[src/rtl/fetch_unit.sv]
// Instruction fetch stage: holds the PC, fetches one word per instruction over a
// request/ready handshake and retires it into the next-PC selection.
module fetch_unit #(
    parameter logic [31:0] RESET_PC = 32'h0000_0000
) (
    input  logic        clk,
    input  logic        reset,
    output logic        imem_req,
    output logic [31:0] imem_addr,
    input  logic [31:0] imem_rdata,
    input  logic        imem_ready,
    input  logic        branch,
    input  logic        zero,
    input  logic [31:0] imm_ext,
    input  logic        stall,
    output logic [31:0] instr,
    output logic        instr_valid,
    output logic [5:0]  op,
    output logic [5:0]  funct,
    output logic [31:0] pc,
    output logic [31:0] pc_plus4,
    output logic [31:0] retire_count
);

    typedef enum logic {FETCH, VALID} state_t;

    state_t      state;
    logic [31:0] pc_fetch;
    logic [31:0] next_pc;
    logic        retire;

    // Branch target is word-scaled; the left shift drops imm_ext[31:30] by design.
    function automatic logic [31:0] select_next_pc(input logic [31:0] seq_pc,
                                                   input logic [31:0] imm,
                                                   input logic        taken);
        select_next_pc = taken ? (seq_pc + (imm << 2)) : seq_pc;
    endfunction

    assign imem_addr = pc_fetch;
    assign op        = instr[31:26];
    assign funct     = instr[5:0];
    assign pc_plus4  = pc + 32'd4;
    assign retire    = (state == VALID) && !stall;
    assign next_pc   = select_next_pc(pc_plus4, imm_ext, branch & zero);

    always_ff @(posedge clk) begin
        if (reset) begin
            state        <= FETCH;
            pc_fetch     <= RESET_PC;
            pc           <= RESET_PC;
            instr        <= 32'd0;
            imem_req     <= 1'b1;
            instr_valid  <= 1'b0;
            retire_count <= 32'd0;
        end else begin
            case (state)
                FETCH: begin
                    if (imem_ready) begin
                        instr       <= imem_rdata;
                        pc          <= pc_fetch;
                        state       <= VALID;
                        imem_req    <= 1'b0;
                        instr_valid <= 1'b1;
                    end
                end
                VALID: begin
                    if (retire) begin
                        pc_fetch     <= next_pc;
                        retire_count <= retire_count + 32'd1;
                        state        <= FETCH;
                        imem_req     <= 1'b1;
                        instr_valid  <= 1'b0;
                    end
                end
                default: state <= FETCH;
            endcase
        end
    end

endmodule
[config.mk]
export PLATFORM = sky130hd
export DESIGN_NAME = fetch_unit
export DESIGN_NICKNAME = d
export VERILOG_FILES = /design/src/rtl/fetch_unit.sv
export SDC_FILE = /design/constraint.sdc
export NUM_CORES = 1
export LEC_CHECK = 0
export CAP_MARGIN = 40
export CORE_MARGIN = 5
export CORE_UTILIZATION = 47
export DETAILED_ROUTE_END_ITERATION = 8
export PLACE_DENSITY = 0.79
export RECOVER_POWER = 25
export SYNTH_ARGS = -nofsm -noshare
export SYNTH_HDL_FRONTEND = slang
export SYNTH_SLANG_ARGS = --single-unit
export TNS_END_PERCENT = 5
[constraint.sdc]
create_clock -name clk -period 4.5 [get_ports clk]
set_clock_uncertainty 0.15 [all_clocks]
set_input_delay 0.45 -clock clk [delete_from_list [all_inputs] [get_ports clk]]
set_output_delay 0.45 -clock clk [all_outputs]
set_load 0.05 [all_outputs]
# Yosys cells after proc, flatten, opt, wreduce, memory -nomap -nowiden
# Index checks and enable logic that the tools add are counted.
dict set report word_totals {
  regBits 131
  input_bits 70
  out_inout_bits 174
  wordCells 29
}
dict set report classes {
  add_sub_neg 3
  n_eq_ne 2
  mux 10
  bitwise 2
  n_reduce_logical 5
}
# cell n
set ops {}
lappend ops {{adder 32 x 1 -> 32 bit, second input constant} 1}
lappend ops {{adder 32 x 3 -> 32 bit, second input constant} 1}
lappend ops {{adder 32 bit} 1}
lappend ops {{2-to-1 mux 32 bit} 1}
lappend ops {{2-to-1 mux 1 bit} 6}
lappend ops {{one-hot mux 1 bit (2 select lines)} 3}
lappend ops {{AND reduction 2 bit} 3}
lappend ops {{!= test 2 x 1 -> 1 bit, second input constant} 1}
lappend ops {{!= test 2 bit, second input constant} 1}
lappend ops {{bitwise AND 1 bit} 1}
lappend ops {{logical AND 1 bit} 1}
lappend ops {{logical NOT 1 bit} 1}
lappend ops {{inverter 1 bit} 1}

# Longest topological paths before layout
# Gate-level depths: netlist of the first run.
dict set report logic_depth {
  word_depth 4
  depth_mapped 15
  depth_no_buf 15
}

# Worst setup path before layout of the first run
# OpenSTA, ideal clock, no wires.
dict set report synth_path {
  path_kind {register to register}
  start {reg pc[2]}
  end {reg pc_fetch[27] (netlist: imem_addr[27])}
  setup_ps 78
  arrival_time_ps 4479
  required_ps 4272
  setup_slack_ps -207
  stages_incl_launch_ff 15
  path_buffers 0
  period_less_slack_ps 4707
  cell_sequence {dfxtp_1 -> ha_1 -> nand2_1 -> nor2_1 -> nand3_1 -> xnor2_1 -> ha_1 -> a211oi_1 -> o21a_1 -> nor3b_1 -> nor4b_2 -> o31ai_2 -> a22o_1 -> o31a_1 -> nor3_1}
}
dict set report synth_between {
  elab_chain_cells 3
}
# item line
set synth_lines {}
lappend synth_lines {{start, declared} 20} ;# output logic [31:0] pc,
lappend synth_lines {{start signal, assigned} 60} ;# pc <= pc_fetch;
lappend synth_lines {{adder 32 x 3 -> 32 bit} 42} ;# assign pc_plus4 = pc + 32'd4;
lappend synth_lines {{via pc_plus4[14]} 21} ;# output logic [31:0] pc_plus4,
lappend synth_lines {{adder 32 bit} 36} ;# select_next_pc = taken ? (seq_pc + (imm << 2)) : seq_pc;
lappend synth_lines {{2-to-1 mux 32 bit} 36}
lappend synth_lines {{end signal, assigned} 68} ;# pc_fetch <= next_pc;
lappend synth_lines {{end, declared} 28} ;# logic [31:0] pc_fetch;
# The timed path passes the listed nets, and every way through them passes these cells.
# A chain may end at the register's enable or synchronous reset.

# Final worst setup path of the first run
dict set report layout_path {
  start {reg pc[2]}
  end {reg pc_fetch[27] (netlist: imem_addr[27])}
}
dict set report layout_between {
  elab_chain_cells 3
}
# item line
set layout_lines {}
lappend layout_lines {{adder 32 x 3 -> 32 bit *} 42}
lappend layout_lines {{adder 32 bit} 36}
lappend layout_lines {{2-to-1 mux 32 bit *} 36}
# Mark *: on every way between the ends. The rest lies on a longest branch, timed or not.

==> results of run 1 <==
-- final cells by class --
cell class / count / share of cell area [%]
Tap cell: 188 / 2.26
Inverter: 8 / 0.289
Clock inverter: 14 / 1.95
Sequential cell: 131 / 25.2
Timing Repair Buffer: 250 / 23.7
Multi-Input combinational cell: 737 / 42.5
Clock buffer: 17 / 4.09
-- routing by layer --
metal / vias to the layer above / global-route usage [%] / part of all wire, %
met5: - / 0 / 0
met2: 244 / 41.1 / 48
met3: 42 / 6.26 / 5.5
li1: 3687 / - / -
met1: 3544 / 32.0 / 44
met4: 0 / 7.64 / 1.9
-- layout by cell type, fill, tap and decap left out, drive strengths merged, types with 11 or more instances in the layout --
cell           count
clkdlybuf4s50    218
nand2            207
dfxtp            131
a21oi             99
nor2              86
xnor2             40
ha                37
xor2              31
nand3             25
dlygate4sd3       22
o21ai             22
clkbuf            21
a211oi            18
nor3              16
a21o              15
nand4             14
and4              12
a311oi            12
inv               12
and3              11
-- kinds of logic after synthesis --
kind of cell               Yosys count
DFF                                131
and+or+nand+nor                    413
muxes                                4
xor gates and xnor gates            71
adders and majority gates           38
AOI/OAI and AO/OA                  211
buffers and inverters               67
-- worst reg2reg max path, stage by stage (launching register included) --
cell and delay [ns]:
sky130_fd_sc_hd__dfxtp_1 0.43, sky130_fd_sc_hd__ha_1 0.26, sky130_fd_sc_hd__nand2_1 0.14, sky130_fd_sc_hd__nor2_1 0.38, sky130_fd_sc_hd__nand3_1 0.19, sky130_fd_sc_hd__xnor2_2 0.18, sky130_fd_sc_hd__ha_1 0.38, sky130_fd_sc_hd__a211oi_1 0.38
sky130_fd_sc_hd__o21a_1 0.22, sky130_fd_sc_hd__nor3b_1 0.09, sky130_fd_sc_hd__nor4b_2 0.49, sky130_fd_sc_hd__o31ai_2 0.13, sky130_fd_sc_hd__a22o_1 0.24, sky130_fd_sc_hd__o31a_1 0.28, sky130_fd_sc_hd__nor3_1 0.16
-- path summary, 6_finish.rpt --
path / to / slack (ns)
setup reg to reg: imem_addr[27]$_SDFFE_PP0P_ / 0.30
hold / removal: instr[7]$_SDFFE_PP0P_ / 0.30
hold reg to reg: instr[7]$_SDFFE_PP0P_ / 0.30
setup / recovery: imem_addr[27]$_SDFFE_PP0P_ / 0.30
-- flip-flops by register name, summed over array words and instances (netlist names) --
name and count:
imem_addr 32, instr 32, pc 32, retire_count 32, imem_req 1, instr_valid 1, state 1
-- stage by stage --
step                utilization (%)  std cells  power [mW]  cell area [um^2]  worst slack, ns
detailed placement             64.4       1314        1.86              9790            0.313
finish                         68.4       1345        3.33             10400            0.301
floorplan                         -        935        1.64              7350          -0.0290
global placement               64.4       1314        1.85              9790            0.437
CTS                            68.6       1345        3.35             10400            0.276
global route                   68.4       1345        3.44             10400           0.0366
-- where the power goes --
part	switching, mW	internal (mW)	leakage (nW)
clock network	0.565	0.934	0.304
logic	0.383	0.214	2.57
registers	0.0336	1.20	1.06
-- repair_timing --
| item | in CTS | in global routing |
|---|---|---|
| hold buffers | 0 | 0 |
| resized for setup | 0 | 1 |
| setup endpoints to repair | 0 | 1 |
==> summary by stage, run 1 <==
Setup path
Along the worst path, the maximum fanout reaches 7. The most numerous cell type found on the critical path is sky130_fd_sc_hd__ha_1. Traced cell by cell, the critical path runs through ha_1, nand2_1, nor2_1, nand3_1, xnor2_2, ha_1, a211oi_1, o21a_1, nor3b_1, nor4b_2, o31ai_2, a22o_1, o31a_1, nor3_1. The depth of the critical timing path with buffers and inverters included is 14. The worst flop-to-flop path startpoint is pc[2]$_SDFFE_PP0P_. The worst setup path is of the reg -> reg kind. The library cell contributing the largest single delay on the critical path is sky130_fd_sc_hd__nor4b_2. Together, buffers and inverters on the worst path number 0. The data arrival time of the worst path is 4.37 ns. The required time of the worst setup path is 4.67 ns. The biggest cell delay along the critical path is ~0.49 ns. The worst setup path is captured at a flip-flop.

In this design, the largest share of critical-path delay is due to simple AND/OR/NAND/NOR gates. STA classifies the critical path startpoint as a flip-flop. Measured in cells, the most critical reg-to-reg path has a length of 14. The start point of the critical path is pc[2]$_SDFFE_PP0P_.

CTS
Buffers added to address setup during post-CTS repair amount to 0. CTS built an H-tree with a depth of 4. The maximum root-to-sink buffer count is 2. The number of clock buffers added by TritonCTS is 17. The TritonCTS clock tree is done. Clock latency on the worst-skew pair, taken at its later pin, is about 0.42 ns. For this design, the sink count on the clock tree is roughly 130.

Clock-pin slew was measured on the worst setup and hold paths at ~0.06 ns. The tree is rooted in a sky130_fd_sc_hd__clkbuf_16.

GRT
The via count of the first global-routing pass was around 7,100. The initial antenna violation count came to 0. Global routing used between 20% and 30% of the available tracks across all layers. The pin count of the biggest net entering global routing is 74.

After global routing the overflow that remains totals 0. The wire length of the first global-routing pass is ~37,000 um.

STA
The headroom to the max-slew limit is -75.0%. The worst hold slack is approximately 0.30 ns. In the finished design, the share of the clock period the worst path needs comes to ~93%. The smallest clock period supported by the final layout is computed as 4.20 ns. The final hold violation count is 0. Summed over all failing endpoints, the final setup total negative slack is 0 ns. At the pin with the least slew margin, the transition time is roughly 2.6 ns.

The count of final setup violators is 0. Setup repair after global routing left no endpoint under its margin. The maximum frequency from static timing analysis is around 0.24 GHz.

The number of pins with negative max-slew slack in the final report is between 200 and 250.

Hold path
The startpoint of the worst hold path is instr[7]$_SDFFE_PP0P_. The worst hold path belongs to the class reg -> reg. The worst hold path passes through 2 cells.

Synth
A synthesized cell averages 7.81 um^2. The netlist uses 63 different library cells. Summed over all instances, the cell type with the most area after synthesis is sky130_fd_sc_hd__dfxtp_1. The primary flip-flop cell chosen by synthesis mapping is sky130_fd_sc_hd__dfxtp_1. Of the total synthesized cell area, the portion taken by XOR and XNOR cells is under 10%. Counting flops and latches in the post-synthesis netlist gives 131. The sequential element share of the synthesized area is about 36%. The instance count of the mapped netlist is slightly above 900.

The most numerous cell in the Yosys netlist is sky130_fd_sc_hd__nand2_1. In the post-synthesis netlist, the biggest area contributors are sky130_fd_sc_hd__dfxtp_1 (36%), sky130_fd_sc_hd__nand2_1 (11%), sky130_fd_sc_hd__a21oi_1 (6.6%). The synthesized netlist devotes a little under a fifth of its cell area to compound gates. The post-synth net total is ~1,000. In this run the cell area of the synthesized design comes to between 0.007 and 0.008 mm^2. After synthesis, the largest area contributor takes up around 36% of total cell area.

The adder-cell area share of the yosys netlist is roughly 6.6%. The Yosys warning count is 0. Yosys mapped a number of flops with a built-in enable equal to 0. The combinational family with the most area after synthesis is simple AND/OR/NAND/NOR gates. For this run, asynchronously set or reset flops after synthesis account for 0%. After synthesis, the most frequently instantiated cells are sky130_fd_sc_hd__nand2_1 (207), sky130_fd_sc_hd__dfxtp_1 (131), sky130_fd_sc_hd__a21oi_1 (97). The post-synthesis simple-gate area fraction is between 20% and 30%.

The portion of netlist area occupied by mux cells is less than 1%.

Route
For this block, the initial DRC count from the detailed router was roughly 510. The residual antenna-violating net count after detailed routing is 0. The DRC violations left is 0. The overall via count from detail_route is 7,517. Dividing the detail-routed via count by the number of cells gives about 5.6.

Dividing the detail-routed wire length by the instance count gives 17.3 um. The number of iterations in the first detailed-routing pass is 8. The final layout contains routed wiring with a total length of around 23,000 um.

Die
In this run the count of I/O pins placed on the die edge is 244. For this configuration, the core starts out at a cell density of between 40% and 50%. The die covers approximately 0.018 mm^2. The core outline area is 0.0152 mm^2. The die extent in y is around 130 um. The number of rows created at floorplan is 45. The die is 135 um wide.

Cells and area
Summing all multi-input logic gate instances after layout gives between 0.004 and 0.005 mm^2. The net count of the finished layout is between 1,000 and 1,500. In the final layout, the share of cells above drive strength 1 is between 5 and 6%. The growth of design area from synthesis to finish is 42.4%. Registers take 0.00262 mm^2.

The number of inserted diodes is 0. The number of inserted filler cells in the final layout is about 1,300.

Status
The checks that failed: capacitance limit, slew limit. The flow ran to the end, but the final reports show violations.

Job
The count of max-cap constraint violations is 4.

Pwr
The power density over the cells is around 320 mW/mm^2. The leakage power summed over all cells is ~3.9 nW. The worst-case IR drop observed on VDD is about 0.27 mV.

Place
The final RePlAce weighted congestion is roughly 0.9. Port buffering added between 200 and 250 buffers. The wire-length estimate of the detail-placed layout is ~17,000 um.
No activity file was read; power rests on OpenSTA's default activity.
==> run 2, diff against run 1 <==
--- a/config.mk
+++ b/config.mk
@@ -6,10 +6,12 @@
 export NUM_CORES = 1
 export LEC_CHECK = 0
 export CAP_MARGIN = 40
+export CELL_PAD_IN_SITES_DETAIL_PLACEMENT = 1
+export CELL_PAD_IN_SITES_GLOBAL_PLACEMENT = 1
 export CORE_MARGIN = 5
-export CORE_UTILIZATION = 47
+export CORE_UTILIZATION = 33
 export DETAILED_ROUTE_END_ITERATION = 8
-export PLACE_DENSITY = 0.79
+export PLACE_DENSITY = 0.78
 export RECOVER_POWER = 25
 export SYNTH_ARGS = -nofsm -noshare
 export SYNTH_HDL_FRONTEND = slang
==> summary by stage, run 2 (same netlist as run 1, synthesis figures left out) <==
Setup path
The count of cells along the worst register-to-register path is 14 (unchanged). The signal on the critical path passes through nand4_1, nor3_1, buf_4, and4_1, xor2_2, ha_1, and3_2, nand4_1, nor4_2, nor4b_2, o21bai_1, a211oi_1, o31a_1, o21ai_1. STA classifies the critical path endpoint as a flip-flop. The buffer and inverter count on the worst path is 1 (+1). The data arrival time of the worst path was 4.33 ns (-0.04 ns).

The setup path with the least slack is of type reg -> reg. The endpoint identified for the worst register-to-register timing path is imem_addr[31]$_SDFFE_PP0P_. The library cell appearing most often on the critical path is sky130_fd_sc_hd__nand4_1. The setup slack of the most critical reg-to-reg path was 0.36 ns (+0.06 ns).

The peak fanout along the critical path came to 8 (+1). The worst flop-to-flop path startpoint is pc[8]$_SDFFE_PP0P_. The required time of the worst setup path is 4.69 ns (+0.02 ns). The sort of element at the start of the critical path is a flip-flop. The largest individual stage delay along the critical path comes from the cell sky130_fd_sc_hd__dfxtp_1. The family of cells with the greatest summed delay on the critical path is simple AND/OR/NAND/NOR gates.

The biggest cell delay along the critical path is 0.47 ns (-0.02 ns).

Die
The die width is 159 um (+18%). The die footprint is 0.0252 mm^2 (+39%). The die extent in y was 159 um (+18%). The top-level I/O count is 244 (unchanged). The initial core utilization came to 33.5% (-15 points). The number of rows created at floorplan came to 54 (+20%). The core outline area came to 0.0218 mm^2 (+44%).

Route
The final routed wire length divided by cell count is 18.6 um (+7.3%). The per-cell via count in the routed design came to 5.22 (-6.7%). The detailed router's first-iteration violation count is 340 (-34%). The overall via count from detail_route was 7,536 (+0.25%). The total wire length was 26,800 um (+15%). The residual antenna-violating net count after detailed routing was 0 (unchanged). The number of iterations in the first detailed-routing pass was 4 (-4). The DRC violations left is 0 (unchanged).

CTS
TritonCTS built the clock tree. The level count of the clock H-tree is 4 (unchanged). The number of buffers inserted by post-CTS setup repair is 0 (unchanged). The number of sinks driven by the clock tree is 131 (unchanged). The clock-pin slew reported for the worst setup and hold paths after clock tree synthesis is 0.07 ns (about the same). The maximum root-to-sink buffer count is 2 (unchanged). The clock latency on the worst-skew pair is 0.42 ns (about the same). The root buffer cell is sky130_fd_sc_hd__clkbuf_16. The total clock buffers created by CTS is 17 (unchanged).

Job
The count of max-cap constraint violations is 2 (-2).

Cells and area
The number of inserted diodes is 0 (unchanged). The layout net count is 1,260 (+0.56%). In the layout the commonest cells are sky130_fd_sc_hd__clkdlybuf4s50_1 (220), sky130_fd_sc_hd__nand2_1 (207), sky130_fd_sc_hd__dfxtp_1 (131), sky130_fd_sc_hd__a21oi_1 (97), sky130_fd_sc_hd__nor2_1 (85). The fraction of layout cells with a size suffix above 1 is 5.75% (+0.65 points).

The final cell count without fillers is 1,445 (+7.4%). From synthesis to final layout, the design area changed by 44.6%. The commonest non-fill, non-tap cell in the layout is sky130_fd_sc_hd__clkdlybuf4s50_1.

STA
The final critical path time including I/O delays and setup was 4.14 ns (-0.0623 ns). The final worst-path cycle share is 91.9% (-1.4 points). The final hold violation count is 0 (unchanged).

The worst hold slack is 0.287 ns (-0.0125 ns). The headroom to the max-slew limit is -62.4% (+13 points). The maximum frequency from static timing analysis came to 0.242 GHz (+1.5%). The measured slew at the worst slew-check pin is 2.44 ns (-0.189 ns). The number of pins with negative max-slew slack in the final report was 93 (-56%). The count of final setup violators was 0 (unchanged).

Setup repair after global routing left no endpoint under its margin.

Status
The final reports fail on capacitance limit, slew limit. The run finished, with violations left.

Pwr
The leakage power summed over all cells is 3.96 nW (+0.50%). The total power after layout is 3.24 mW (-2.7%). The maximum vdd ir drop is 0.207 mV (-23%). The power density over the cells is 307 mW/mm^2 (-4.2%).

Hold path
For hold timing, the worst endpoint is pc[26]$_SDFFE_PP0P_. The number of instances on the worst hold path is 2 (unchanged). The worst hold path begins at reset.

The path class of the tightest hold or removal check is in -> reg.

GRT
The via count of the first global-routing pass is 7,898 (+11%). The initial antenna violation count was 0 (unchanged). The sum of overflow across all layers after global routing is 0 (unchanged). The total global routing track utilization is 20.6% (-4.3 points). The pin count of the biggest net entering global routing is 59 (-20%). The wire length of the first global-routing pass is 42,900 um (+17%).

Place
The quantity of I/O buffers inserted on ports is 241 (unchanged). The final RePlAce weighted congestion came to 0.861 (-2.4%). The HPWL reported at the end of detailed placement is 19,900 um (+19%). The placed instance count was 1,413 (+7.5%).
[run 2: repair_timing]
item	4_1_cts	5_1_grt
gates resized for setup	0	1
hold buffers	0	0
endpoints found under the setup margin	0	2
[run 2: per-stage QoR]
stage / TNS (ns) / util (%) / area [um^2] / setup WS [ns]
after floorplan: -0.0462 / - / 7350 / -0.0290
after global placement: 0 / 45.6 / 9950 / 0.371
after detailed placement: 0 / 45.7 / 9980 / 0.302
after CTS: 0 / 48.4 / 10600 / 0.265
after global routing: 0 / 48.4 / 10600 / 0.00142
final: 0 / 48.4 / 10600 / 0.363
[run 2: area by class of cell]
cell class	instances	area (um^2)
flip-flops and latches	131	2620
multi-input cells	737	4420
inverters	8	30.0
repair buffers	257	2540
well taps	280	350
fillers	2618	11300
clock inverters	15	163
clock buffers	17	425
[run 2: power by group]
part	total, mW	switching, mW	internal, mW
clock	1.39	0.609	0.786
sequential	1.23	0.0342	1.20
combinational	0.612	0.392	0.220
total	3.24	1.03	2.20
[run 2: metal layers]
layer  share of wire, %  GRT usage, %  routed length (um)  up-vias
li1                   -             -                   -     3700
met1                 45          25.9               12100     3633
met2                 49          35.6               13300      173
met3                3.8          4.20                1020       30
met4                1.7          6.10                 458        0
met5                  0             0                   0        -
[run 2: how the worst max path moves through the flow]
stage,start,endpoint,slack (ns),cells after the start
floorplan,pc[4]$_SDFFE_PP0P_,imem_addr[28]$_SDFFE_PP0P_,-0.03,13
global placement,pc[2]$_SDFFE_PP0P_,imem_addr[27]$_SDFFE_PP0P_,0.37,14
detailed placement,pc[2]$_SDFFE_PP0P_,imem_addr[27]$_SDFFE_PP0P_,0.30,14
CTS,pc[2]$_SDFFE_PP0P_,imem_addr[27]$_SDFFE_PP0P_,0.27,14
global route,pc[2]$_SDFFE_PP0P_,imem_addr[29]$_SDFFE_PP0P_,0.001,14
finish,pc[8]$_SDFFE_PP0P_,imem_addr[31]$_SDFFE_PP0P_,0.36,14
==> run 3, diff against run 2 <==
--- a/config.mk
+++ b/config.mk
@@ -8,7 +8,6 @@
 export CAP_MARGIN = 40
 export CELL_PAD_IN_SITES_DETAIL_PLACEMENT = 1
 export CELL_PAD_IN_SITES_GLOBAL_PLACEMENT = 1
-export CORE_MARGIN = 5
 export CORE_UTILIZATION = 33
 export DETAILED_ROUTE_END_ITERATION = 8
 export PLACE_DENSITY = 0.78
==> summary by stage, run 3 (same netlist as run 1, synthesis figures left out) <==
Setup path
The critical path start-end classification is reg -> reg. The data arrival time of the worst path was 4.28 ns (-0.05 ns). The worst setup path is captured at a flip-flop. The peak fanout along the critical path is 7 (-1). The count of cells along the worst register-to-register path is 14 (unchanged).

STA classifies the critical path startpoint as a flip-flop. The setup slack of the most critical reg-to-reg path came to 0.39 ns (+0.03 ns). The required time of the worst setup path is 4.67 ns (-0.02 ns).

Cells and area
The area used by multi-input combinational logic was 0.00441 mm^2 (-0.17%). The layout net count is 1,260 (unchanged). The sequential cell area in the final layout is 0.00262 mm^2 (unchanged).

The final core utilization is 48.4% (about the same). The number of inserted filler cells in the final layout is 2,602 (-0.61%). The growth of design area from synthesis to finish is 44.2%. The library cells used most frequently in the layout, excluding fill and tap cells, are sky130_fd_sc_hd__clkdlybuf4s50_1 (209), sky130_fd_sc_hd__nand2_1 (207), sky130_fd_sc_hd__dfxtp_1 (131), sky130_fd_sc_hd__a21oi_1 (97), sky130_fd_sc_hd__nor2_1 (85).

The fraction of layout cells with a size suffix above 1 is 5.58% (-0.17 points). The number of inserted diodes is 0 (unchanged). The commonest non-fill, non-tap cell in the layout is sky130_fd_sc_hd__clkdlybuf4s50_1.

Die
The die width is 151 um (-5.0%). The initial core utilization is 33.6% (+0.10 points). The top-level I/O count was 244 (unchanged).

The core outline area is 0.0218 mm^2 (-0.31%). The die extent in y is 151 um (-5.0%). The number of rows created at floorplan is 54 (unchanged). The die footprint came to 0.0227 mm^2 (-9.8%).

STA
The maximum frequency from static timing analysis is 0.244 GHz (+0.74%). The final sum of negative setup slack is 0 ns (unchanged). The final worst-path cycle share came to 91.3% (-0.68 points).

Setup repair after global routing left no endpoint under its margin. The measured slew at the worst slew-check pin is 2.45 ns (+0.0155 ns). The worst hold slack is 0.300 ns (+0.0125 ns).

The number of pins with negative max-slew slack in the final report came to 72 (-23%). The count of final setup violators is 0 (unchanged). The final hold violation count is 0 (unchanged). The final critical path time including I/O delays and setup is 4.11 ns (-0.0304 ns).

The headroom to the max-slew limit is -63.5% (-1.0 points).

Place
The HPWL reported at the end of detailed placement was 19,200 um (-3.5%). The quantity of I/O buffers inserted on ports was 241 (unchanged). The final RePlAce weighted congestion is 0.869 (+0.96%).

Route
The number of iterations in the first detailed-routing pass came to 4 (unchanged). The detailed router's first-iteration violation count is 236 (-31%). The total wire length is 26,100 um (-2.6%). The residual antenna-violating net count after detailed routing is 0 (unchanged).

The DRC violations left is 0 (unchanged). The per-cell via count in the routed design is 5.26 (+0.88%). The final routed wire length divided by cell count is 18.1 um (-2.6%). The overall via count from detail_route is 7,602 (+0.88%).

Hold path
The number of instances on the worst hold path is 2 (unchanged). The tightest min-delay check is of the reg -> reg type.

Pwr
The power density over the cells is 309 mW/mm^2 (+0.55%). The leakage power summed over all cells was 3.98 nW (+0.55%). The maximum vdd ir drop is 0.177 mV (-15%).

CTS
TritonCTS built the clock tree. The number of buffers inserted for hold repair after clock tree synthesis was 0 (unchanged). The tree is rooted in a sky130_fd_sc_hd__clkbuf_16. The number of sinks driven by the clock tree was 131 (unchanged). The clock-pin slew reported for the worst setup and hold paths after clock tree synthesis came to 0.07 ns (about the same).

The number of cells upsized or downsized after cts is 0 (unchanged). The level count of the clock H-tree is 4 (unchanged). The number of buffers inserted by post-CTS setup repair is 0 (unchanged). The clock latency on the worst-skew pair is 0.43 ns (about the same). The maximum root-to-sink buffer count is 2 (unchanged). The total clock buffers created by CTS was 17 (unchanged).

GRT
The via count of the first global-routing pass was 7,609 (-3.7%). The initial antenna violation count came to 0 (unchanged). The total global routing track utilization is 22.9% (+2.3 points). The pin count of the biggest net entering global routing came to 62 (+5.1%).

The sum of overflow across all layers after global routing is 0 (unchanged). The wire length of the first global-routing pass was 40,500 um (-5.7%).

Status
The checks that failed: capacitance limit, slew limit. The flow ran to the end, but the final reports show violations.

Job
The count of max-cap constraint violations is 2 (unchanged).
## run 3: changes by cell type in the layout (fill, tap and decap cells not counted), sizes merged
cell | previous run | this run
dlygate4sd3 | 20 | 31
clkinv | 2 | 4
buf | 15 | 14
clkdlybuf4s50 | 220 | 209
clkinvlp | 4 | 2
clkbuf | 19 | 20
## run 3: worst max-delay path: stages (launching register included)
cell and delay [ns]:
sky130_fd_sc_hd__dfxtp_1 0.43, sky130_fd_sc_hd__ha_1 0.27, sky130_fd_sc_hd__nand2_1 0.12, sky130_fd_sc_hd__nor2_2 0.27, sky130_fd_sc_hd__nand3_1 0.20, sky130_fd_sc_hd__xnor2_2 0.24
sky130_fd_sc_hd__ha_1 0.35, sky130_fd_sc_hd__a211oi_1 0.37, sky130_fd_sc_hd__o21a_1 0.21, sky130_fd_sc_hd__nor3b_1 0.09, sky130_fd_sc_hd__nor4b_2 0.50, sky130_fd_sc_hd__o31ai_2 0.14
sky130_fd_sc_hd__a22o_1 0.25, sky130_fd_sc_hd__mux2i_1 0.14, sky130_fd_sc_hd__o41ai_1 0.29
## run 3: layout make-up
class	count	area share [%]
flip-flops and latches	131	24.9
well taps	280	3.33
repair buffers	257	23.9
inverters	8	0.285
clock inverters	15	1.57
multi-input cells	737	41.9
clock buffers	17	4.04
## run 3: path summary, 6_finish.rpt
path,endpoint,from
worst min-delay path,instr[19]$_SDFFE_PP0P_,instr[19]$_SDFFE_PP0P_
worst max-delay path,imem_addr[29]$_SDFFE_PP0P_,pc[2]$_SDFFE_PP0P_
worst max register to register,imem_addr[29]$_SDFFE_PP0P_,pc[2]$_SDFFE_PP0P_
worst min register to register,instr[19]$_SDFFE_PP0P_,instr[19]$_SDFFE_PP0P_
## run 3: where the power goes
part           switching, mW  internal (mW)  total, mW
combinational          0.391          0.215      0.606
sequential            0.0354           1.20       1.23
clock                  0.621          0.787       1.41
## run 3: per-layer routing
layer / vias up / track usage, % / wire length, um
met1: 3695 / 29.3 / 11900
met5: - / 0 / 0
met2: 186 / 39.2 / 12700
li1: 3696 / - / -
met3: 25 / 4.27 / 1210
met4: 0 / 6.15 / 337
## run 3: stage by stage
step / cell area (um^2) / power, mW / setup slack [ns] / instances
after floorplan: 7350 / 1.64 / -0.0290 / 935
after global placement: 9950 / 1.86 / 0.406 / 1412
after detailed placement: 9980 / 1.87 / 0.285 / 1413
after CTS: 10600 / 3.30 / 0.261 / 1445
after global routing: 10500 / 3.38 / 0.0813 / 1445
final: 10500 / 3.25 / 0.393 / 1445
